==> src/rtl/etapa_id_ex_elastica.sv <==
// rtl/etapa_id_ex_elastica.sv - elastic ID/EX stage with 2-entry skid buffer, flush and perf counters
module etapa_id_ex_elastica #(
    parameter int ANCHO_DATOS = 32,
    parameter int ANCHO_REG   = 5,
    parameter int ANCHO_CTRL  = 8,
    parameter int ANCHO_CONT  = 16
) (
    input  logic                   clk,
    input  logic                   reinicio,
    input  logic                   valido_entrada,
    output logic                   listo_entrada,
    input  logic [ANCHO_DATOS-1:0] pc_entrada,
    input  logic [ANCHO_DATOS-1:0] registro1_entrada,
    input  logic [ANCHO_DATOS-1:0] registro2_entrada,
    input  logic [ANCHO_DATOS-1:0] extension_signo_entrada,
    input  logic [ANCHO_REG-1:0]   registro_destino_entrada,
    input  logic [ANCHO_CTRL-1:0]  control_entrada,
    input  logic                   vaciado,
    output logic                   valido_salida,
    input  logic                   listo_salida,
    output logic [ANCHO_DATOS-1:0] pc_salida,
    output logic [ANCHO_DATOS-1:0] registro1_salida,
    output logic [ANCHO_DATOS-1:0] registro2_salida,
    output logic [ANCHO_DATOS-1:0] extension_signo_salida,
    output logic [ANCHO_REG-1:0]   registro_destino_salida,
    output logic [ANCHO_CTRL-1:0]  control_salida,
    output logic [1:0]             ocupacion,
    output logic [ANCHO_CONT-1:0]  contador_burbujas,
    output logic [ANCHO_CONT-1:0]  contador_atascos
);

    localparam int ANCHO_PAQ = 4*ANCHO_DATOS + ANCHO_REG + ANCHO_CTRL;
    localparam logic [ANCHO_CONT-1:0] CONT_MAX = '1;

    typedef enum logic [1:0] {
        VACIO = 2'd0,
        UNO   = 2'd1,
        LLENO = 2'd2
    } estado_t;

    estado_t              estado_q, estado_d;
    logic [ANCHO_PAQ-1:0] principal_q, principal_d;
    logic [ANCHO_PAQ-1:0] skid_q, skid_d;
    logic                 listo_q, listo_d;
    logic [ANCHO_CONT-1:0] burbujas_q, burbujas_d;
    logic [ANCHO_CONT-1:0] atascos_q, atascos_d;

    logic [ANCHO_PAQ-1:0] paquete_entrada;
    logic                 entra;
    logic                 sale;
    logic                 valido_q;

    assign paquete_entrada = {pc_entrada, registro1_entrada, registro2_entrada,
                              extension_signo_entrada, registro_destino_entrada,
                              control_entrada};

    assign valido_q = (estado_q != VACIO);
    assign entra    = valido_entrada & listo_q;
    assign sale     = valido_q & listo_salida;

    always_comb begin
        estado_d    = estado_q;
        principal_d = principal_q;
        skid_d      = skid_q;
        case (estado_q)
            VACIO: begin
                if (entra) begin
                    principal_d = paquete_entrada;
                    estado_d    = UNO;
                end
            end
            UNO: begin
                if (sale && entra) begin
                    principal_d = paquete_entrada;
                end else if (sale) begin
                    estado_d = VACIO;
                end else if (entra) begin
                    skid_d   = paquete_entrada;
                    estado_d = LLENO;
                end
            end
            LLENO: begin
                // Skid always drains into main, so it leaves after the older entry.
                if (sale) begin
                    principal_d = skid_q;
                    estado_d    = UNO;
                end
            end
            default: estado_d = VACIO;
        endcase
        if (vaciado) begin
            estado_d    = VACIO;
            principal_d = '0;
            skid_d      = '0;
        end
        listo_d = (estado_d != LLENO);
    end

    always_comb begin
        burbujas_d = burbujas_q;
        atascos_d  = atascos_q;
        if (!valido_q && (burbujas_q != CONT_MAX)) begin
            burbujas_d = burbujas_q + 1'b1;
        end
        if (valido_q && !listo_salida && (atascos_q != CONT_MAX)) begin
            atascos_d = atascos_q + 1'b1;
        end
    end

    always_ff @(posedge clk) begin
        if (!reinicio) begin
            estado_q    <= VACIO;
            principal_q <= '0;
            skid_q      <= '0;
            listo_q     <= 1'b1;
            burbujas_q  <= '0;
            atascos_q   <= '0;
        end else begin
            estado_q    <= estado_d;
            principal_q <= principal_d;
            skid_q      <= skid_d;
            listo_q     <= listo_d;
            burbujas_q  <= burbujas_d;
            atascos_q   <= atascos_d;
        end
    end

    assign {pc_salida, registro1_salida, registro2_salida, extension_signo_salida,
            registro_destino_salida, control_salida} = principal_q;

    assign listo_entrada     = listo_q;
    assign valido_salida     = valido_q;
    assign ocupacion         = estado_q;
    assign contador_burbujas = burbujas_q;
    assign contador_atascos  = atascos_q;

endmodule

==> config.mk <==
export PLATFORM = sky130hd
export DESIGN_NAME = etapa_id_ex_elastica
export DESIGN_NICKNAME = d
export VERILOG_FILES = /design/src/rtl/etapa_id_ex_elastica.sv
export SDC_FILE = /design/constraint.sdc
export NUM_CORES = 1
export LEC_CHECK = 0
export ABC_AREA = 1
export BUFFER_PORTS_ARGS = -buffer_cell sky130_fd_sc_hd__buf_2
export CAP_MARGIN = 20
export CORE_AREA = 2 2 176 178
export CTS_BUF_LIST = sky130_fd_sc_hd__clkbuf_2 sky130_fd_sc_hd__clkbuf_4 sky130_fd_sc_hd__clkbuf_8
export DETAILED_ROUTE_END_ITERATION = 6
export DIE_AREA = 0 0 178 180
export PLACE_DENSITY = 0.73
export SLEW_MARGIN = 20
export SYNTH_ARGS = -nofsm -noshare
export SYNTH_HDL_FRONTEND = slang
export SYNTH_SLANG_ARGS = --single-unit
==> constraint.sdc <==
create_clock -name clk -period 1.62 [get_ports clk]
set_input_delay 0.243 -clock clk [delete_from_list [all_inputs] [get_ports clk]]
set_output_delay 0.243 -clock clk [all_outputs]
set_load 0.01 [all_outputs]
# Word-level counts from Yosys, hierarchy flattened
# Index checks and enable logic that the tools add are counted.
# op_classes
bitwise	5
n_addsub	2
reduce_logical	12
n_mux	11
eq_ne	8
# op_table
operator	n
two-way mux 141 bit	3
one-hot mux 141 bit (3 select lines)	1
adder 16 x 1 -> 16 bit, second input constant	2
!= test 16 bit, second input constant	2
two-way mux 2 bit	6
!= test 2 bit, second input constant	4
AND reduction 4 bit	2
one-hot mux 2 bit (3 select lines)	1
logical AND 1 bit	4
inverter 1 bit	3
nonzero test 3 bit	1
AND 1 bit	2
== test 2 x 1 -> 1 bit, second input constant	1
== test 2 bit, second input constant	1
logical NOT 1 bit	2
logical NOT 2 bit	1
nonzero test 2 bit	1
OR reduction 2 bit	1
# word_totals
output_inout_bits	177
word_cells	44
reg_bits	317
inputBits	146

# Logic depth before layout (Yosys ltp)
# Gate-level depths: netlist of run 1.
# depth
word_depth	7
depth_mapped	10
depth_no_buf	10

# Worst setup path before layout of run 1
# No wires, ideal clock.
# synth_timing
kind	reg2reg
start	register burbujas_q[0] (netlist: contador_burbujas[0])
end	register burbujas_q[11] (netlist: contador_burbujas[11])
setup_slack_ps	71
required_time_ps	1488
n_path_buf	1
t_arrival_ps	1416
setup_time_ps	132
path_stages_with_launch	10
synth_period_minus_slack_ps	1549
path_cell_list	dfxtp_1 ha_1 nand2_1 nor2_1 nand2_1 nor2_1 nor2_2 buf_4 nand2_1 a21oi_1
# synth_via
elab_chain_len	2
elab_cells_between_ends	3
cone_classes	1 x add/sub; 1 x eq/ne; 1 x reduce/logical
# synth_rtl
element	line_no	source
start, declared	45	logic [ANCHO_CONT-1:0] burbujas_q, burbujas_d;
start signal, assigned	123	burbujas_q <= burbujas_d;
branches (longest 2 deep; another with adder 16 x 1 -> 16 bit)	--	
# Parallel ways; which one is timed is not known.
# A chain may end at the register's enable or synchronous reset.

# Worst setup path after layout of run 1
# layout_timing
start	register estado_q[0] (netlist: ocupacion[0])
end	register principal_q[84]
# layout_via
elab_chain_len	5
elab_cells_between_ends	12
cone_classes	5 x eq/ne; 1 x mux; 1 x bitwise; 5 x reduce/logical
# layout_rtl
element	line_no	source
start, declared	41	estado_t estado_q, estado_d;
start signal, assigned	119	estado_q <= estado_d;
nonzero test 2 bit	57	assign valido_q = (estado_q != VACIO);
AND 1 bit	59	assign sale = valido_q & listo_salida;
logical AND 1 bit	73	if (sale && entra) begin
!= test 2 bit (no source line)	--	
AND reduction 4 bit (no source line)	--	
end signal, assigned	120	principal_q <= principal_d;
end, declared	42	logic [ANCHO_PAQ-1:0] principal_q, principal_d;
# Several ways; a longest one is shown, not always the timed one.

==> results.json, run 1 <==
{
  "status": "finished, violations left",
  "violations": "negative setup slack",
  "rsz0062_at_grt": "yes",
  "ant_nets": 0,
  "synthMuxAreaShare_pct": 0,
  "slew_headroom_pct": 69.20,
  "synth_enable_flop_cells": 0,
  "cts_tree": "done",
  "antenna_found_initial": 1,
  "clk_latency_ns": 0.56,
  "max_freq_ghz": 0.6144,
  "ys_warn_count": 0,
  "ys_types": 26,
  "htree_levels": 2,
  "synthToLayoutAreaGrowth_pct": 38.39,
  "core_mm2": 0.03019,
  "wire_per_inst_um": 14.02,
  "setup_viol": 1,
  "grt_remaining_overflow": 0,
  "synth_top_family_by_area": "compound AO/OA/AOI/OAI gates",
  "vias": 13831,
  "fp-row-count": 64,
  "synth_simple_gate_area_share_pct": 10.29,
  "min_period_ns": 1.627,
  "crit_required_ns": 2.10,
  "grt_max_degree": 91,
  "drive_above_1_share_pct": 22.81,
  "synth_nets": 1999,
  "min_path_type": "input port to flop",
  "ys_seq_area_share_pct": 47.27,
  "hold_viol": 0,
  "cts-root-buf": "clkbuf_8",
  "critPathLaunchType": "flop",
  "period_share_pct": 100.5,
  "post_dp_cell_area_mm2": 0.01578,
  "globalplace.congestion": 0.8437,
  "syn_inst": 1851,
  "dieWidth_um": 178,
  "synth-main-ff-cell": "dfxtp_1",
  "grt_pass1_vias": 12819,
  "clock_skew_ns": 0.02342,
  "layout_setup_ws_ns": -0.007480,
  "synth_xor_area_share_pct": 0.7176,
  "synthArstFlopShare_pct": 0,
  "clk_path_buf_depth": 3,
  "n_fill_cell": 2576,
  "final_common_cell": "buf_2",
  "endpoint_kind": "flop",
  "initial_utilization_pct": 44.47,
  "fin_total_pwr_mw": 17.35,
  "maxCapViolCount": 0,
  "clock_sinks": 317,
  "netlist_area_mm2": 0.01343,
  "crit_path_max_fanout": 19,
  "grt_pass1_wl_um": 60410,
  "fin_nets": 2475,
  "final_cell_mix": "321 x buf_2, 317 x o21ai_0, 315 x dfxtp_1, 309 x inv_1, 306 x a21oi_1",
  "ys_seq_elements": 317,
  "die_h_um": 180,
  "drt-initial-drc-count": 797,
  "dr.pass1.iters": 6,
  "drc": 0,
  "power.density_mw_per_mm2": 933.9,
  "vdd_drop_max_v": 0.0006196,
  "slew_violations": 0,
  "wl_um": 38750,
  "r2r_slack_ns": -0.007,
  "io_buffers": 322,
  "worstPathArrival_ns": 2.11,
  "grtUsageTotal_pct": 22.42,
  "synth_compound_area_share_pct": 27.52,
  "syn_avg_cell_area_um2": 7.253,
  "synthAdderAreaFrac_pct": 0.1864,
  "p_leak_nw": 7.867,
  "vias_per_cell": 5.004,
  "cts_buffers": 53,
  "worstMarginPinSlew_ns": 0.4598,
  "top_level_ports": 323,
  "final_area_mm2": 0.01858,
  "worstSetupPathType": "flop to flop",
  "die_area_mm2": 0.03204,
  "hpwl_um": 24120,
  "clk_pin_slew_ns": 0.06
}
==> metrics by stage <==
stage	cells	hold slack [ns]	TNS, ns	utilization (%)	worst slack [ns]
after CTS	2754	0.004239	0	60.66	0.001016
after detailed placement	2519	0.4312	-2.533	52.27	-0.1215
after global placement	2519	0.4286	-0.08595	52.27	-0.04350
after floorplan	1851	0.3338	0	-	0.07127
after global routing	2764	0.01328	-2.593	61.54	-0.09934
final	2764	0.03723	-0.007480	61.54	-0.007480
==> final cells by class <==
type                            count  area (µm²)  share of cell area (%)
Antenna cell                        1       2.502                 0.01347
Clock buffer                       91        1090                   5.866
Clock inverter                      4       22.52                  0.1212
Inverter                          312        1174                   6.317
Multi-Input combinational cell   1093        5324                   28.66
Sequential cell                   317        6351                   34.18
Tap cell                          396       495.5                   2.667
Timing Repair Buffer              550        4120                   22.18
==> where the power goes <==
part / internal [mW] / switching, mW / leakage [nW]
Combinational: 0.912 / 1.01 / 4.69
Sequential: 8.00 / 0.114 / 2.57
Clock: 4.19 / 3.12 / 0.599
==> Yosys cell counts, types with 4 or more instances <==
| cell type | count | share of area [%] |
|---|---|---|
| nand2_1 | 253 | 7.1 |
| nand3_1 | 19 | 0.71 |
| dfxtp_1 | 317 | 47 |
| xor2_1 | 7 | 0.46 |
| o21ai_1 | 31 | 1.2 |
| nor2_1 | 53 | 1.5 |
| buf_4 | 4 | 0.22 |
| a21oi_1 | 308 | 11 |
| clkbuf_1 | 65 | 1.8 |
| xnor2_1 | 4 | 0.26 |
| inv_1 | 310 | 8.7 |
| buf_2 | 40 | 1.5 |
| nand4_1 | 9 | 0.42 |
| o21ai_0 | 395 | 15 |
| buf_6 | 21 | 1.8 |
==> per-layer routing <==
metal  routed length [µm]  global-route usage, %  part of all wire [%]  vias to the layer above
met5                    0                      0                     0                        -
met4                 1167                  8.328                   3.0                        0
met3                 2823                  4.843                   7.3                       96
met2                18660                  38.62                    48                      539
met1                16100                  27.22                    42                     6272
li1                     -                      -                     -                     6924
==> final timing paths <==
kind	endpoint	startpoint	depth (start not counted)
worst max register to register	principal_q[84]$_SDFFE_PP0P_	ocupacion[0]$_SDFF_PN0_	6
worst max-delay path	principal_q[84]$_SDFFE_PP0P_	ocupacion[0]$_SDFF_PN0_	6
worst min register to register	principal_q[22]$_SDFFE_PP0P_	principal_q[22]$_SDFFE_PP0P_	2
worst min-delay path	skid_q[17]$_SDFFE_PP0P_	extension_signo_entrada[4]	3
==> kinds of logic (layout without fill, tap and decap cells) <==
group / count (synthesis) / count (layout)
flops: 317 / 317
compound gates: 736 / 736
fa+ha+maj: 2 / 2
simple gates: 343 / 344
buf+inv: 442 / 957
other cells: 0 / 1
xor+xnor: 11 / 11
==> flip-flops by register name, summed over array words and instances (netlist names) <==
register,flops
principal_q,141
skid_q,141
contador_atascos,16
contador_burbujas,16
ocupacion,2
listo_entrada,1
==> repair_timing <==
| action | CTS | global route |
|---|---|---|
| hold buffers | 138 | 0 |
| resized for setup | 9 | 106 |
| pin swaps | 1 | 3 |
| setup endpoints to repair | 116 | 136 |
| hold endpoints to repair | 139 | 0 |
| cloned | 0 | 5 |
| setup buffers | 2 | 4 |
==> critical path, stage by stage (launching register included) <==
cell,delay (ns)
dfxtp_2,0.37
inv_2,0.10
o211ai_4,0.43
buf_12,0.22
buf_16,0.16
o21ai_1,0.09
a21oi_1,0.18
No activity file was read; power rests on OpenSTA's default activity.
==> run 2, diff against run 1 <==
CELL_PAD_IN_SITES_DETAIL_PLACEMENT = 2   (was unset)
CELL_PAD_IN_SITES_GLOBAL_PLACEMENT = 2   (was unset)
CORE_AREA = 2 2 215 217   (was 2 2 176 178)
DIE_AREA = 0 0 217 219   (was 0 0 178 180)
PLACE_DENSITY = 0.85   (was 0.73)
==> results.json, run 2 (synthesis results as in run 1) <==
{
  "critical-path-top-delay-family": "compound AO/OA/AOI/OAI gates",
  "clk_path_buf_depth": 3,
  "setup_viol": 326,
  "min_period_ns": 2.303,
  "cts-root-buf": "clkbuf_8",
  "clock_sinks": 317,
  "grt_pass1_wl_um": 115200,
  "hpwl_um": 36690,
  "wl_um": 107100,
  "crit_top_cell": "buf_12",
  "vdd_drop_max_v": 0.0006084,
  "dr.pass1.iters": 5,
  "clk_latency_ns": 0.70,
  "final_util_pct": 51.73,
  "cp_slowest_cell": "dfxtp_4",
  "clk_pin_slew_ns": 0.08,
  "drive_above_1_share_pct": 43.49,
  "core_mm2": 0.04509,
  "crit_required_ns": 2.12,
  "cpPeakStageDelay_ns": 0.43,
  "die_h_um": 219,
  "holdCritStartpoint": "reinicio",
  "rsz0062_at_grt": "yes",
  "critPathLaunchType": "flop",
  "grt_remaining_overflow": 0,
  "maxCapViolCount": 0,
  "clock_skew_ns": 0.07136,
  "slew_violations": 0,
  "grtUsageTotal_pct": 31.42,
  "p_int_mw": 14.45,
  "io_buffers": 322,
  "hold_viol": 0,
  "fin_total_pwr_mw": 21.27,
  "period_share_pct": 142.2,
  "cts_tree": "done",
  "wire_per_inst_um": 34.44,
  "power.density_mw_per_mm2": 911.9,
  "n_fill_cell": 4696,
  "vias": 17807,
  "hold_ws_ns": 0.05951,
  "antenna_found_initial": 14,
  "path_depth": 7,
  "violations": "negative setup slack",
  "fin_cells": 3109,
  "final_common_cell": "buf_2",
  "combPwrFrac_pct": 16.3,
  "drc": 0,
  "drt-initial-drc-count": 1463,
  "min_path_type": "input port to flop",
  "p_sw_share_pct": 32.04,
  "max_freq_ghz": 0.4342,
  "crit_path_max_fanout": 9,
  "fin_nets": 2595,
  "vias_per_cell": 5.728,
  "initial_utilization_pct": 29.78,
  "htree_levels": 2,
  "grt_max_degree": 90,
  "worstMarginPinSlew_ns": 0.8225,
  "grt_pass1_vias": 18435,
  "p_switching_mw": 6.815,
  "fp-row-count": 78,
  "crit_buf_inv": 3,
  "ant_nets": 0,
  "p_leak_nw": 9.275,
  "status": "finished, violations left",
  "slew_headroom_pct": 44.75,
  "endpoint_kind": "flop",
  "reg2reg_from": "ocupacion[1]$_SDFF_PN0_",
  "p_clk_share_pct": 45.2,
  "layout_setup_ws_ns": -0.6831,
  "dpl.cell_count": 2748,
  "final_cell_mix": "322 x buf_2, 306 x inv_1, 299 x dfxtp_1, 231 x nand2_1, 150 x a21oi_2",
  "cts_buffers": 59,
  "rr_worst_depth": 7,
  "dieWidth_um": 217,
  "synthToLayoutAreaGrowth_pct": 73.72,
  "globalplace.congestion": 0.8228,
  "die_area_mm2": 0.04752,
  "worstHoldPathCells": 4,
  "reg_top3": "principal_q: 141 flops, skid_q: 141 flops",
  "worstPathArrival_ns": 2.80,
  "worstSetupPathType": "flop to flop",
  "crit_chain": "clkinvlp_4, nand2_2, o211ai_4, buf_12, buf_12, o21ai_1, a21oi_1",
  "p_seq_share_pct": 38.5,
  "startpoint": "ocupacion[1]$_SDFF_PN0_",
  "top_level_ports": 323
}
-- run 2: area by class of cell --
type | instances | area, µm² | area share, %
Tap cell | 600 | 750.7 | 3.219
Clock inverter | 10 | 81.33 | 0.3487
Multi-Input combinational cell | 1093 | 7652 | 32.81
Antenna cell | 14 | 35.03 | 0.1502
Timing Repair Buffer | 664 | 5978 | 25.63
Sequential cell | 317 | 6376 | 27.34
Inverter | 312 | 1180 | 5.059
Clock buffer | 99 | 1269 | 5.440
-- run 2: power groups by stage --
stage	clock, mW	combinational, mW	sequential [mW]
CTS	9.06	2.26	8.13
global route	9.89	3.56	8.19
global placement	0	1.55	8.28
detailed placement	0	1.65	8.29
floorplan	0	0.759	8.35
finish	9.61	3.47	8.19
-- run 2: repair_timing --
action | CTS | global route
gates cloned | 7 | 48
pin swaps | 9 | 48
setup endpoints to repair | 278 | 324
buffers inserted | 12 | 32
endpoints found under the hold margin | 208 | 0
hold buffers | 143 | 0
resized for setup | 216 | 719
-- run 2: final timing paths --
| check | to | slack [ns] |
|---|---|---|
| max | principal_q[110]$_SDFFE_PP0P_ | -0.68 |
| min | contador_atascos[8]$_SDFFE_PN0P_ | 0.06 |
| max reg2reg | principal_q[110]$_SDFFE_PP0P_ | -0.68 |
| min reg2reg | skid_q[27]$_SDFFE_PP0P_ | 0.47 |
-- run 2: per-stage QoR --
| stage | cell area (µm²) | setup TNS (ns) | setup slack, ns |
|---|---|---|---|
| after detailed placement | 16180 | -5.387 | -0.3143 |
| after floorplan | 13430 | 0 | 0.07127 |
| after global placement | 16180 | -0.9673 | -0.1926 |
| final | 23320 | -88.84 | -0.6831 |
| after global routing | 23320 | -85.55 | -0.6653 |
| after CTS | 19690 | -5.990 | -0.1303 |
-- run 2: layer usage --
layer	vias to the layer above	global-route usage (%)	wire (µm)
met5	-	0	13
met4	2	15.62	10170
met3	618	5.100	7127
met2	1141	60.21	53610
met1	8834	33.04	36160
li1	7212	-	-
-- run 2: worst register-to-register path: stages (launching register included) --
cell	delay, ns
dfxtp_4	0.43
clkinvlp_4	0.26
nand2_2	0.28
o211ai_4	0.22
buf_12	0.23
buf_12	0.16
o21ai_1	0.41
a21oi_1	0.11
